===== config.mk =====
export PLATFORM = sky130hd
export DESIGN_NAME = a5_keystream_ctrl_flat
export DESIGN_NICKNAME = d
export VERILOG_FILES = /design/src/rtl/a5_keystream_ctrl_if.sv /design/src/rtl/a5_keystream_ctrl.sv /design/src/flat_wrapper.sv
export SDC_FILE = /design/constraint.sdc
export NUM_CORES = 1
export LEC_CHECK = 0
export BUFFER_PORTS_ARGS = -buffer_cell sky130_fd_sc_hd__buf_2
export CORE_ASPECT_RATIO = 0.9
export CORE_MARGIN = 2
export CORE_UTILIZATION = 31
export CTS_CLUSTER_SIZE = 10
export DETAILED_ROUTE_END_ITERATION = 8
export GPL_TIMING_DRIVEN = 0
export PLACE_DENSITY_LB_ADDON = 0.25
export SKIP_CTS_REPAIR_TIMING = 1
export SLEW_MARGIN = 0
export SYNTH_ARGS = -nofsm -noshare
export SYNTH_HDL_FRONTEND = slang
export SYNTH_SLANG_ARGS = --single-unit

===== constraint.sdc =====
create_clock -name clk -period 2.12 [get_ports clk]
set_clock_uncertainty 0.2 [all_clocks]
set_input_delay 0.318 -clock clk [delete_from_list [all_inputs] [get_ports clk]]
set_output_delay 0.318 -clock clk [all_outputs]
set_load 0.005 [all_outputs]

===== src/rtl/a5_keystream_ctrl_if.sv =====
// Keystream stream handshake plus the control/observe lines of the three A5/1 shift registers.
interface a5_keystream_ctrl_if;
    logic       ks_valid;
    logic       ks_ready;
    logic       ks_bit;
    logic       lfsr_load;
    logic [2:0] lfsr_clk_en;
    logic       lfsr_d;
    logic [2:0] lfsr_q;
    logic [2:0] lfsr_clk_bit;

    modport master (
        output ks_valid, ks_bit, lfsr_load, lfsr_clk_en, lfsr_d,
        input  ks_ready, lfsr_q, lfsr_clk_bit
    );

    modport slave (
        input  ks_valid, ks_bit, lfsr_load, lfsr_clk_en, lfsr_d,
        output ks_ready, lfsr_q, lfsr_clk_bit
    );
endinterface


===== src/rtl/a5_keystream_ctrl.sv =====
// A5/1 session sequencer: clear, key load, frame load, majority mixing, then
// streams the keystream over valid/ready while driving the external R1/R2/R3.
module a5_keystream_ctrl #(
    parameter int unsigned KEY_BITS   = 64,
    parameter int unsigned FRAME_BITS = 22,
    parameter int unsigned MIX_CYCLES = 100,
    parameter int unsigned KS_BITS    = 228
) (
    input  logic                  clk,
    input  logic                  reset_n,
    input  logic                  start,
    input  logic                  abort,
    input  logic [KEY_BITS-1:0]   key,
    input  logic [FRAME_BITS-1:0] frame,
    output logic                  busy,
    output logic                  done,
    a5_keystream_ctrl_if.master   ks
);

    localparam int unsigned CNT_MAX0 = (KS_BITS > MIX_CYCLES) ? KS_BITS : MIX_CYCLES;
    localparam int unsigned CNT_MAX1 = (KEY_BITS > FRAME_BITS) ? KEY_BITS : FRAME_BITS;
    localparam int unsigned CNT_MAX  = (CNT_MAX0 > CNT_MAX1) ? CNT_MAX0 : CNT_MAX1;
    localparam int unsigned CNT_W    = $clog2(CNT_MAX + 1);
    localparam int unsigned KEY_IW   = $clog2(KEY_BITS);
    localparam int unsigned FRAME_IW = $clog2(FRAME_BITS);

    localparam logic [2:0] S_IDLE  = 3'd0;
    localparam logic [2:0] S_CLR   = 3'd1;
    localparam logic [2:0] S_KEY   = 3'd2;
    localparam logic [2:0] S_FRAME = 3'd3;
    localparam logic [2:0] S_MIX   = 3'd4;
    localparam logic [2:0] S_PREP  = 3'd5;
    localparam logic [2:0] S_KS    = 3'd6;

    logic [2:0]            state_q, state_d;
    logic [CNT_W-1:0]      cnt_q, cnt_d;
    logic [KEY_BITS-1:0]   key_q, key_d;
    logic [FRAME_BITS-1:0] frame_q, frame_d;
    logic                  done_q, done_d;

    logic       load_c;
    logic [2:0] en_c;
    logic       d_c;
    logic       valid_c;
    logic       maj_c;
    logic [2:0] maj_en_c;

    // Registers whose clocking bit agrees with the majority step; always two or three.
    assign maj_c    = (ks.lfsr_clk_bit[0] & ks.lfsr_clk_bit[1]) |
                      (ks.lfsr_clk_bit[0] & ks.lfsr_clk_bit[2]) |
                      (ks.lfsr_clk_bit[1] & ks.lfsr_clk_bit[2]);
    assign maj_en_c = maj_c ? ks.lfsr_clk_bit : ~ks.lfsr_clk_bit;

    always_ff @(posedge clk or negedge reset_n) begin
        if (!reset_n) begin
            state_q <= S_IDLE;
            cnt_q   <= '0;
            key_q   <= '0;
            frame_q <= '0;
            done_q  <= 1'b0;
        end else begin
            state_q <= state_d;
            cnt_q   <= cnt_d;
            key_q   <= key_d;
            frame_q <= frame_d;
            done_q  <= done_d;
        end
    end

    always_comb begin
        state_d = state_q;
        cnt_d   = cnt_q;
        key_d   = key_q;
        frame_d = frame_q;
        done_d  = 1'b0;
        load_c  = 1'b0;
        en_c    = 3'b000;
        d_c     = 1'b0;
        valid_c = 1'b0;

        case (state_q)
            S_IDLE: begin
                if (start) begin
                    key_d   = key;
                    frame_d = frame;
                    state_d = S_CLR;
                    cnt_d   = '0;
                end
            end
            S_CLR: begin
                load_c  = 1'b1;
                state_d = S_KEY;
                cnt_d   = '0;
            end
            S_KEY: begin
                en_c = 3'b111;
                d_c  = key_q[cnt_q[KEY_IW-1:0]];
                if (cnt_q == CNT_W'(KEY_BITS - 1)) begin
                    state_d = S_FRAME;
                    cnt_d   = '0;
                end else begin
                    cnt_d = cnt_q + CNT_W'(1);
                end
            end
            S_FRAME: begin
                en_c = 3'b111;
                d_c  = frame_q[cnt_q[FRAME_IW-1:0]];
                if (cnt_q == CNT_W'(FRAME_BITS - 1)) begin
                    state_d = S_MIX;
                    cnt_d   = '0;
                end else begin
                    cnt_d = cnt_q + CNT_W'(1);
                end
            end
            S_MIX: begin
                en_c = maj_en_c;
                if (cnt_q == CNT_W'(MIX_CYCLES - 1)) begin
                    state_d = S_PREP;
                    cnt_d   = '0;
                end else begin
                    cnt_d = cnt_q + CNT_W'(1);
                end
            end
            S_PREP: begin
                en_c    = maj_en_c;
                state_d = S_KS;
                cnt_d   = '0;
            end
            S_KS: begin
                valid_c = 1'b1;
                if (ks.ks_ready) begin
                    if (cnt_q == CNT_W'(KS_BITS - 1)) begin
                        state_d = S_IDLE;
                        cnt_d   = '0;
                        done_d  = 1'b1;
                    end else begin
                        en_c  = maj_en_c;
                        cnt_d = cnt_q + CNT_W'(1);
                    end
                end
            end
            default: begin
                state_d = S_IDLE;
                cnt_d   = '0;
            end
        endcase

        // Abort outranks start and handshakes; it also wipes the registers on the way out.
        if (abort && (state_q != S_IDLE)) begin
            state_d = S_IDLE;
            cnt_d   = '0;
            load_c  = 1'b1;
            en_c    = 3'b000;
            d_c     = 1'b0;
            done_d  = 1'b0;
        end else if (abort) begin
            state_d = S_IDLE;
            key_d   = key_q;
            frame_d = frame_q;
        end
    end

    assign busy           = (state_q != S_IDLE);
    assign done           = done_q;
    assign ks.ks_valid    = valid_c;
    assign ks.ks_bit      = ^ks.lfsr_q;
    assign ks.lfsr_load   = load_c;
    assign ks.lfsr_clk_en = en_c;
    assign ks.lfsr_d      = d_c;

endmodule

===== src/flat_wrapper.sv =====
// flat-port wrapper written by rule: the top's interface ports become plain ports
module a5_keystream_ctrl_flat 
#(
    parameter int unsigned KEY_BITS   = 64,
    parameter int unsigned FRAME_BITS = 22,
    parameter int unsigned MIX_CYCLES = 100,
    parameter int unsigned KS_BITS    = 228
)
  (clk, reset_n, start, abort, key, frame, busy, done, ks_ks_valid, ks_ks_bit, ks_lfsr_load, ks_lfsr_clk_en, ks_lfsr_d, ks_ks_ready, ks_lfsr_q, ks_lfsr_clk_bit);
  a5_keystream_ctrl_if ks_i ();
  input  logic clk;
  input  logic reset_n;
  input  logic start;
  input  logic abort;
  input  logic [KEY_BITS-1:0] key;
  input  logic [FRAME_BITS-1:0] frame;
  output logic busy;
  output logic done;
  output wire logic [$bits(ks_i.ks_valid)-1:0] ks_ks_valid;
  output wire logic [$bits(ks_i.ks_bit)-1:0] ks_ks_bit;
  output wire logic [$bits(ks_i.lfsr_load)-1:0] ks_lfsr_load;
  output wire logic [$bits(ks_i.lfsr_clk_en)-1:0] ks_lfsr_clk_en;
  output wire logic [$bits(ks_i.lfsr_d)-1:0] ks_lfsr_d;
  input wire logic [$bits(ks_i.ks_ready)-1:0] ks_ks_ready;
  input wire logic [$bits(ks_i.lfsr_q)-1:0] ks_lfsr_q;
  input wire logic [$bits(ks_i.lfsr_clk_bit)-1:0] ks_lfsr_clk_bit;
  assign ks_ks_valid = ks_i.ks_valid;
  assign ks_ks_bit = ks_i.ks_bit;
  assign ks_lfsr_load = ks_i.lfsr_load;
  assign ks_lfsr_clk_en = ks_i.lfsr_clk_en;
  assign ks_lfsr_d = ks_i.lfsr_d;
  assign ks_i.ks_ready = ks_ks_ready;
  assign ks_i.lfsr_q = ks_lfsr_q;
  assign ks_i.lfsr_clk_bit = ks_lfsr_clk_bit;
  a5_keystream_ctrl #(.KEY_BITS(KEY_BITS), .FRAME_BITS(FRAME_BITS), .MIX_CYCLES(MIX_CYCLES), .KS_BITS(KS_BITS)) u_core (.clk(clk), .reset_n(reset_n), .start(start), .abort(abort), .key(key), .frame(frame), .busy(busy), .done(done), .ks(ks_i));
endmodule

==> results of run 1 <==
## worst reg2reg max path: stages (launching register included)
cell and delay [ns]:
dfrtp_2 0.44, buf_4 0.15, buf_8 0.14, inv_1 0.08, ha_1 0.17, nor4bb_4 0.19
o21ai_1 0.11, a32oi_1 0.20, buf_4 0.21, nor3_1 0.07, a221o_1 0.26
## logic make-up (layout without fill, tap and decap cells)
family	Yosys count	after routing	share of synthesized area [%]
muxes	112	112	29.67
DFF	98	98	50.13
and+or+nand+nor	84	84	8.875
AOI/OAI and AO/OA	45	45	7.034
buffers and inverters	30	199	3.248
xor gates and xnor gates	3	3	0.5372
adders and majority gates	2	2	0.5114
other	0	1	0
## final cells by class
cell class                 instances  area [um^2]
timing repair buffer             154         1017
tap                              202        252.7
sequential                        98         2455
multi-input combinational        246         2370
clock buffer                       9        225.2
clock inverter                     7        85.08
fill                            1455         8847
antenna                            1        2.502
buffer                            23        163.9
inverter                           6        22.52
## registers in the layout (all words and copies together) (netlist names)
signal          cells
u_core.cnt_q        8
u_core.done         1
u_core.frame_q     22
u_core.key_q       64
u_core.state_q      3
## report_power, final
part           switching, mW  internal, mW  total, mW
registers              0.292          2.44       2.73
logic                  0.559         0.926       1.48
clock network          0.775         0.940       1.72
total                   1.63          4.31       5.93
## cell usage in the layout (no fill, tap or decap), types with 3 or more instances in the layout
cell type      synthesis  final
dfrtp_1               98     96
o21ai_0                6      4
clkbuf_16              0     10
nand2_1               19     19
clkbuf_4               0      3
nor2_1                19     18
nor2b_1                6      5
a211o_1                4      4
nand3_1               11     10
a211oi_1               5      4
nand2b_1               5      5
o31ai_1                4      4
dlygate4sd3_1          0     32
buf_6                  1      4
inv_6                  0      3
xnor2_1                3      3
buf_1                  4      4
inv_1                  6      6
nand4_1                4      4
mux4_2                17     17
buf_4                  2     17
mux2_2                94     94
nor3_1                 6      5
a21oi_1                6      6
or3_1                  3      3
buf_2                 12    110
## worst min-delay path by stage
stage	from	end	slack, ns	cells after the start
after floorplan	reset_n	u_core.cnt_q[0]$_DFFE_PN0P_	-0.18	0
after CTS	reset_n	u_core.key_q[32]$_DFFE_PN0P_	-0.26	1
final	key[62]	u_core.key_q[62]$_DFFE_PN0P_	-0.007	2
after global placement	u_core.key_q[50]$_DFFE_PN0P_	u_core.key_q[50]$_DFFE_PN0P_	0.28	1
after detailed placement	reset_n	u_core.key_q[39]$_DFFE_PN0P_	0.12	1
after global routing	key[28]	u_core.key_q[28]$_DFFE_PN0P_	-0.005	2
## through the flow
stage / area [um^2] / setup TNS [ns] / power [mW] / utilization, % / cells
after global placement: 5690 / -53.35 / 4.057 / 36.85 / 681
final: 6594 / -3.577 / 5.934 / 42.70 / 746
after floorplan: 4912 / -0.1640 / 3.669 / - / 374
after global routing: 6594 / -5.365 / 6.288 / 42.70 / 746
after CTS: 6031 / -11.17 / 5.865 / 39.06 / 698
after detailed placement: 5720 / -8.524 / 4.138 / 37.05 / 682
## routing by layer
layer	GRT usage, %	vias to the layer above	routed length, um
met5	0	-	0
met4	6.250	0	314
met3	3.198	23	606
met2	24.53	89	6094
met1	20.75	1839	5756
li1	-	1730	-
==> reports/qor.txt, run 1 <==
Status -> complete, but fails checks
Failing checks -> hold timing, setup timing
Max Clock Freq -> 347.3 MHz
1st-pass router iterations -> 4
Worst path depth -> 8
Initial DRC count -> 152
Max-slew violations -> 0
Area Overhead vs Synth -> 34.78%
Fin crit period -> 2.880 ns
Buf/Inv on CP -> 3
Clk sinks -> 98
Vias per std cell -> 4.934
Initial Utilization -> 31.68%
Vias in the first global route -> 3633
Unrepaired setup endpoints after global routing -> true
Nets -> 637
Largest net degree at the start of global routing -> 63
Mean Syn Cell Area -> 13.08 um^2
End of the critical path -> ks_lfsr_d
Endpoints failing setup -> 15
Worst vdd ir -> 0.5130 mV
Pwr dens -> 899.9 mW/mm^2
Setup crit end kind -> output pin
Synth unique cells -> 50
Max-slew headroom -> 60.54%
Top-area cell type share of the netlist area -> 50.13%
Top-Level Pins -> 106
Prevailing post-synth register cell -> dfrtp_1
CP Data Required Time -> 1.60 ns
DR WL/cell -> 17.12 um
Total Routing Usage GR -> 15.46%
Max incr delay on CP -> 0.55 ns
Initial antenna violation count -> 1
Routability cong. -> 0.8402
Share of cells above drive strength 1 -> 52.30%
Die Wd -> 136.4 um
Final hold vios -> 7
CP cell instances -> buf_6 > buf_12 > mux4_2 > a311oi_2 > o41ai_2 > a221oi_2 > nor3_1 > buf_2
DIE AREA -> 0.01680 mm^2
Post-synth EDFFs -> 0
Grt ovf -> 0
Routed Antenna Nets -> 0
CTS H-tree depth -> 3
Critical Path AT -> 2.36 ns
Critical path peak fanout -> 5
Die Span Y -> 123.2 um
Clock Tree Root -> clkbuf_16
Most frequent cell after synthesis -> dfrtp_1
WHS -> -0.006747 ns
Delay-heaviest family, CP -> multiplexers
DRC -> 0
Yosys reg bits -> 98
Most frequent cells after synthesis -> dfrtp_1, mux2_2, nand2_1, nor2_1, mux4_2
Tcrit/Tclk final -> 135.8%
Slowest cell on the critical path -> mux4_2
Worst R2R Path Depth -> 10
Share of the yosys chip area belonging to registers -> 50.13%
Max-Cap Viols -> 0
Post-synth top area cell -> dfrtp_1
CORE AREA -> 0.01544 mm^2
Pre-CTS WS -> -0.5091 ns
Leakage -> 2.840 nW
Setup crit start kind -> flip-flop
CTS tree -> yes
Post-DP HPWL -> 9185 um
Class of the worst hold path -> primary input to flip-flop
Top cells by area, synth -> dfrtp_1, mux2_2, mux4_2, nand2_1, nor2_1
Reg-to-reg critical path startpoint -> u_core.cnt_q[1]$_DFFE_PN0P_
Port Buffer Count -> 105
Worst setup margin -> -0.7596 ns
Detailed Route WL -> 12770 um
Clock Latency Late Sink -> 0.35 ns
Clock transition at the registers of the reported paths -> 0.07 ns
Worst reg2reg path endpoint -> u_core.cnt_q[5]$_DFFE_PN0P_
First-pass GRT wire length -> 19380 um
Warnings, synthesis -> 0
Num rows -> 43
Critical path class -> flip-flop to output pin
Num CTS Buffers -> 9
Max clock buf depth -> 2
Worst Setup SP -> u_core.cnt_q[0]$_DFFE_PN0P_
Post-synth ARST share -> 100.0%
Register-to-register setup slack -> -0.21 ns
Syn Nets -> 473
Synth Cell Area -> 0.004892 mm^2
Cell count after synthesis -> 374
Worst-Margin Slew -> 0.5920 ns
Via Count -> 3681
No activity file was read; power rests on OpenSTA's default activity.
==> inputs of run 2 (changes only) <==
Settings changed: ABC_AREA from default to 1.
==> run 2 against run 1 <==
Effect of this change: the flow still finishes with violations (hold timing, setup timing); final cell count is 34% higher; count of clock-buffer cells in the layout is 1 higher; power is 28% higher; critical path type unchanged; sequential power is 11% higher; critical endpoint unchanged.
==> reports/qor.txt, run 2 <==
Status -> complete, but fails checks
Failing checks -> hold timing, setup timing
Slowest cell on the critical path -> dfrtp_1
Initial antenna violation count -> 0
Class of the worst hold path -> primary input to flip-flop
Max clock buf depth -> 2
Pint -> 4.908 mW
Non-filler cells, final -> 999
Clk sinks -> 98
Post-synth EDFFs -> 0
Critical Path AT -> 2.09 ns
Grt ovf -> 0
Clock Tree Root -> clkbuf_16
Buf/Inv on CP -> 5
Initial Utilization -> 31.37%
Seq pwr share -> 40.0%
Post-synth ARST share -> 100.0%
Largest Register -> u_core.key_q
Top-area cell type share of the netlist area -> 46.76%
DR WL/cell -> 14.33 um
DRC -> 0
Critical path class -> flip-flop to output pin
Initial DRC count -> 238
Multi-input logic area -> 0.002326 mm^2
Num CTS Buffers -> 9
Setup crit start kind -> flip-flop
Via Count -> 4551
Post-synth top area cell -> dfrtp_1
CTS H-tree depth -> 3
Total Routing Usage GR -> 16.56%
Endpoints failing setup -> 6
Worst vdd ir -> 0.5089 mV
Largest net degree at the start of global routing -> 60
Max Clock Freq -> 382.7 MHz
Warnings, synthesis -> 0
Number of diodes -> 0
Die Span Y -> 127.4 um
Largest regs -> u_core.key_q: 64 flops, u_core.frame_q: 22 flops, u_core.cnt_q: 8 flops
Total power -> 7.585 mW
DIE AREA -> 0.01798 mm^2
Nets -> 884
1st-pass router iterations -> 5
Synth unique cells -> 39
Share of cells above drive strength 1 -> 26.52%
First-pass GRT wire length -> 22720 um
Port Buffer Count -> 105
Tcrit/Tclk final -> 123.2%
Top-Level Pins -> 106
Clock transition at the registers of the reported paths -> 0.07 ns
Synth Cell Area -> 0.005245 mm^2
Cell count after synthesis -> 639
Share of the yosys chip area belonging to registers -> 46.76%
CORE AREA -> 0.01672 mm^2
Most frequent cells after synthesis -> nand2_1, nor2_1, dfrtp_1
Vias per std cell -> 4.556
Unrepaired setup endpoints after global routing -> true
Max-Cap Viols -> 0
CP Data Required Time -> 1.60 ns
Critical path peak fanout -> 10
Prevailing post-synth register cell -> dfrtp_1
Max-slew violations -> 0
CTS tree -> yes
Syn Nets -> 738
Leakage -> 3.413 nW
Max incr delay on CP -> 0.41 ns
Comb power frac -> 38.9%
Worst setup margin -> -0.4928 ns
Yosys reg bits -> 98
CP cell instances -> buf_6 > inv_8 > buf_12 > buf_6 > nor2_1 > o22ai_1 > a21oi_1 > nand4_1 > nand2_1 > a21oi_1 > buf_2
Pwr dens -> 1128 mW/mm^2
Detailed Route WL -> 14320 um
Fillers -> 1742
Max-slew headroom -> 63.11%
Clock power share -> 21.1%
Sequential cell area -> 0.002452 mm^2
NetSw -> 2.677 mW
Worst-Margin Slew -> 0.5534 ns
Placed cells -> 956
Clock Latency Late Sink -> 0.36 ns
Vias in the first global route -> 4414
Switch share -> 35.29%
Top cells by area, synth -> dfrtp_1, nand2_1, nor2_1, a21oi_1, mux2_4
WHS -> -0.01253 ns
Delay-heaviest family, CP -> buffers and inverters
Routability cong. -> 0.8107
Max reg flops -> 64
Commonest non-fill, non-tap cells in the layout -> nand2_1, buf_2, nor2_1
Final hold vios -> 2
Commonest non-fill, non-tap cell in the layout -> nand2_1
Die Wd -> 141.1 um
Mean Syn Cell Area -> 8.208 um^2
Most frequent cell after synthesis -> nand2_1
Setup tns final -> -1.731 ns
Setup crit end kind -> output pin
Area Overhead vs Synth -> 28.17%
Routed Antenna Nets -> 0
Fin crit period -> 2.613 ns
Num rows -> 45
Post-DP HPWL -> 10190 um
[run 2: final cells by class]
cell class,instances,area share [%]
Inverter,80,4.690
Multi-Input combinational cell,432,34.60
Buffer,29,3.834
Clock buffer,10,3.406
Sequential cell,98,36.48
Tap cell,211,3.927
Clock inverter,4,0.6700
Timing Repair Buffer,135,12.40
[run 2: layer usage]
metal,vias up,part of all wire [%],GRT usage [%]
met5,-,0,0
li1,2312,-,-
met1,2141,49,23.18
met4,0,1.2,4.765
met3,11,4.7,3.523
met2,87,45,25.96
[run 2: power groups by stage]
stage	Clock [mW]	Sequential [mW]	Combinational, mW
finish	1.60	3.03	2.95
global route	1.70	3.15	3.36
CTS	1.65	3.04	2.86
detailed placement	0	3.07	2.84
global placement	0	3.05	2.80
floorplan	0	2.96	2.14
[run 2: worst paths after layout]
path                                             startpoint                        endpoint  slack (ns)  depth (start not counted)
worst min-delay path                                key[60]    u_core.key_q[60]$_DFFE_PN0P_       -0.01                          2
worst max-delay path            u_core.cnt_q[0]$_DFFE_PN0P_                       ks_lfsr_d       -0.49                         11
max in group asynchronous                           reset_n  u_core.frame_q[21]$_DFFE_PN0P_        0.72                          3
worst max register to register  u_core.cnt_q[0]$_DFFE_PN0P_   u_core.state_q[1]$_DFFE_PN0P_           0                         12
min in group asynchronous                           reset_n           u_core.done$_DFF_PN0_        0.27                          2
worst min register to register  u_core.key_q[2]$_DFFE_PN0P_     u_core.key_q[2]$_DFFE_PN0P_        0.29                          1
[run 2: cell families (layout without fill, tap and decap cells)]
logic type / after synthesis / in the layout / share of synthesized area, %
simple gates: 294 / 294 / 23.26
buf+inv: 109 / 258 / 9.972
compound gates: 99 / 99 / 10.45
flops: 98 / 98 / 46.76
mux: 31 / 31 / 8.087
xor+xnor: 6 / 6 / 1.002
fa+ha+maj: 2 / 2 / 0.4770
[run 2: stage by stage]
stage / instance area [um^2] / hold WS, ns / utilization [%] / setup slack, ns
after floorplan: 5245 / -0.1776 / - / 0.1811
after global placement: 6035 / 0.2762 / 36.09 / -0.6057
after detailed placement: 6065 / 0.1425 / 36.27 / -0.2360
after CTS: 6339 / -0.2464 / 37.91 / -0.6404
after global routing: 6723 / -0.001014 / 40.20 / -0.6706
final: 6723 / -0.01253 / 40.20 / -0.4928
[run 2: worst register-to-register path, delay by kind of cell (launching register included)]
kind	cells	cell delay [ns]
buffers and inverters	3	0.31
adders and majority gates	1	0.18
DFF	1	0.39
AOI/OAI and AO/OA	2	0.28
and+or+nand+nor	6	0.65
==> inputs of run 3 (changes only) <==
Settings changed: CTS_BUF_LIST from default to sky130_fd_sc_hd__clkbuf_8 sky130_fd_sc_hd__clkbuf_16.
==> run 3 against run 2 <==
Effect of this change: power hardly changed; sequential share of layout area is the same; the flow still finishes with violations (hold timing, setup timing); routed wire length is 0.13% higher; die area did not move; sequential power about the same; utilization unchanged; clock power about the same; count of clock-buffer cells in the layout decreased by 1; design area stayed put; critical path type unchanged.
==> reports/qor.txt, run 3 (same netlist as run 2, synthesis figures left out) <==
Initial Utilization -> 31.37%
Commonest non-fill, non-tap cell in the layout -> nand2_1
Nets -> 884
Endpoints failing setup -> 6
Fillers -> 1742
Die Wd -> 141.1 um
Max-slew headroom -> 63.22%
Total Routing Usage GR -> 16.56%
DRC -> 0
Max-Cap Viols -> 0
Area Overhead vs Synth -> 28.17%
Routability cong. -> 0.8107
CORE AREA -> 0.01672 mm^2
Final core utilization -> 40.20%
Placed cells -> 956
Vias in the first global route -> 4414
Clk sinks -> 98
Class of the worst hold path -> primary input to flip-flop
Num CTS Buffers -> 9
Worst vdd ir -> 0.5086 mV
Clock Tree Root -> clkbuf_16
DIE AREA -> 0.01798 mm^2
Failing checks -> hold timing, setup timing
Detailed Route WL -> 14340 um
Tcrit/Tclk final -> 123.3%
Largest Register -> u_core.key_q
Max clock buf depth -> 2
WHS -> -0.01255 ns
Top-Level Pins -> 106
Setup crit end kind -> output pin
Fin crit period -> 2.614 ns
Die Span Y -> 127.4 um
Port Buffer Count -> 105
Initial DRC count -> 238
Status -> complete, but fails checks
Leakage -> 3.418 nW
Delay-heaviest family, CP -> buffers and inverters
Critical path class -> flip-flop to output pin
1st-pass router iterations -> 4
Commonest non-fill, non-tap cells in the layout -> nand2_1, buf_2, nor2_1
CTS H-tree depth -> 3
Non-filler cells, final -> 999
Share of cells above drive strength 1 -> 26.52%
Largest net degree at the start of global routing -> 60
HP Start -> key[60]
Slowest cell on the critical path -> dfrtp_1
Reg-to-reg critical path startpoint -> u_core.cnt_q[0]$_DFFE_PN0P_
Critical path peak fanout -> 10
Final hold vios -> 2
Largest regs -> u_core.key_q: 64 flops, u_core.frame_q: 22 flops, u_core.cnt_q: 8 flops
Setup crit start kind -> flip-flop
Worst setup margin -> -0.4936 ns
Routed Antenna Nets -> 0
Worst-Margin Slew -> 0.5518 ns
CTS tree -> yes
First-pass GRT wire length -> 22720 um
Pwr dens -> 1128 mW/mm^2
Clock transition at the registers of the reported paths -> 0.07 ns
DR WL/cell -> 14.35 um
Initial antenna violation count -> 0
CP Data Required Time -> 1.60 ns
Grt ovf -> 0
Max-slew violations -> 0
Number of diodes -> 0
Clock Latency Late Sink -> 0.36 ns
Vias per std cell -> 4.538
Via Count -> 4533
Num rows -> 45
Worst Setup SP -> u_core.cnt_q[0]$_DFFE_PN0P_
Critical Path AT -> 2.10 ns
Buf/Inv on CP -> 5
Unrepaired setup endpoints after global routing -> true
Max Clock Freq -> 382.6 MHz
CP cell instances -> buf_6 > inv_8 > buf_12 > buf_6 > nor2_1 > o22ai_1 > a21oi_1 > nand4_1 > nand2_1 > a21oi_1 > buf_2
Post-DP HPWL -> 10190 um
Max reg flops -> 64
Max incr delay on CP -> 0.41 ns
==> run 3: routing by layer <==
metal  vias up  routed length (um)  GRT usage (%)
met5         -                   0              0
met4         0                 167          4.765
met3        11                 650          3.523
met2        85                6406          25.96
met1      2125                7115          23.18
li1       2312                   -              -
==> run 3: final timing paths <==
| kind | to | slack, ns | cells after the start |
|---|---|---|---|
| min in group asynchronous | u_core.done$_DFF_PN0_ | 0.27 | 2 |
| worst max-delay path | ks_lfsr_d | -0.49 | 11 |
| max in group asynchronous | u_core.frame_q[21]$_DFFE_PN0P_ | 0.72 | 3 |
| worst max register to register | u_core.state_q[1]$_DFFE_PN0P_ | 0 | 12 |
| worst min-delay path | u_core.key_q[60]$_DFFE_PN0P_ | -0.01 | 2 |
| worst min register to register | u_core.key_q[2]$_DFFE_PN0P_ | 0.29 | 1 |
==> run 3: cell type report <==
type	count	area, um^2	area share (%)
buffer	29	257.7	3.834
clock buffer	9	225.2	3.350
clock inverter	5	48.80	0.7259
inverter	80	315.3	4.690
multi-input combinational	432	2326	34.60
sequential	98	2452	36.48
tap	211	264.0	3.927
timing repair buffer	135	833.3	12.40
==> run 3: per-stage QoR <==
step                hold WS, ns  power (mW)  setup TNS (ns)  worst slack [ns]  area (um^2)
CTS                     -0.2465       7.539          -2.159           -0.6404         6339
global route          -0.001014       8.200          -2.790           -0.6706         6723
finish                 -0.01255       7.583          -1.717           -0.4936         6723
detailed placement       0.1425       5.916         -0.5378           -0.2360         6065
global placement         0.2762       5.850          -57.29           -0.6057         6035
floorplan               -0.1776       5.107               0            0.1811         5245
==> run 3: where the power goes <==
part / internal [mW] / switching [mW]
sequential: 2.69 / 0.343
combinational: 1.32 / 1.63
clock: 0.891 / 0.706
total: 4.90 / 2.68
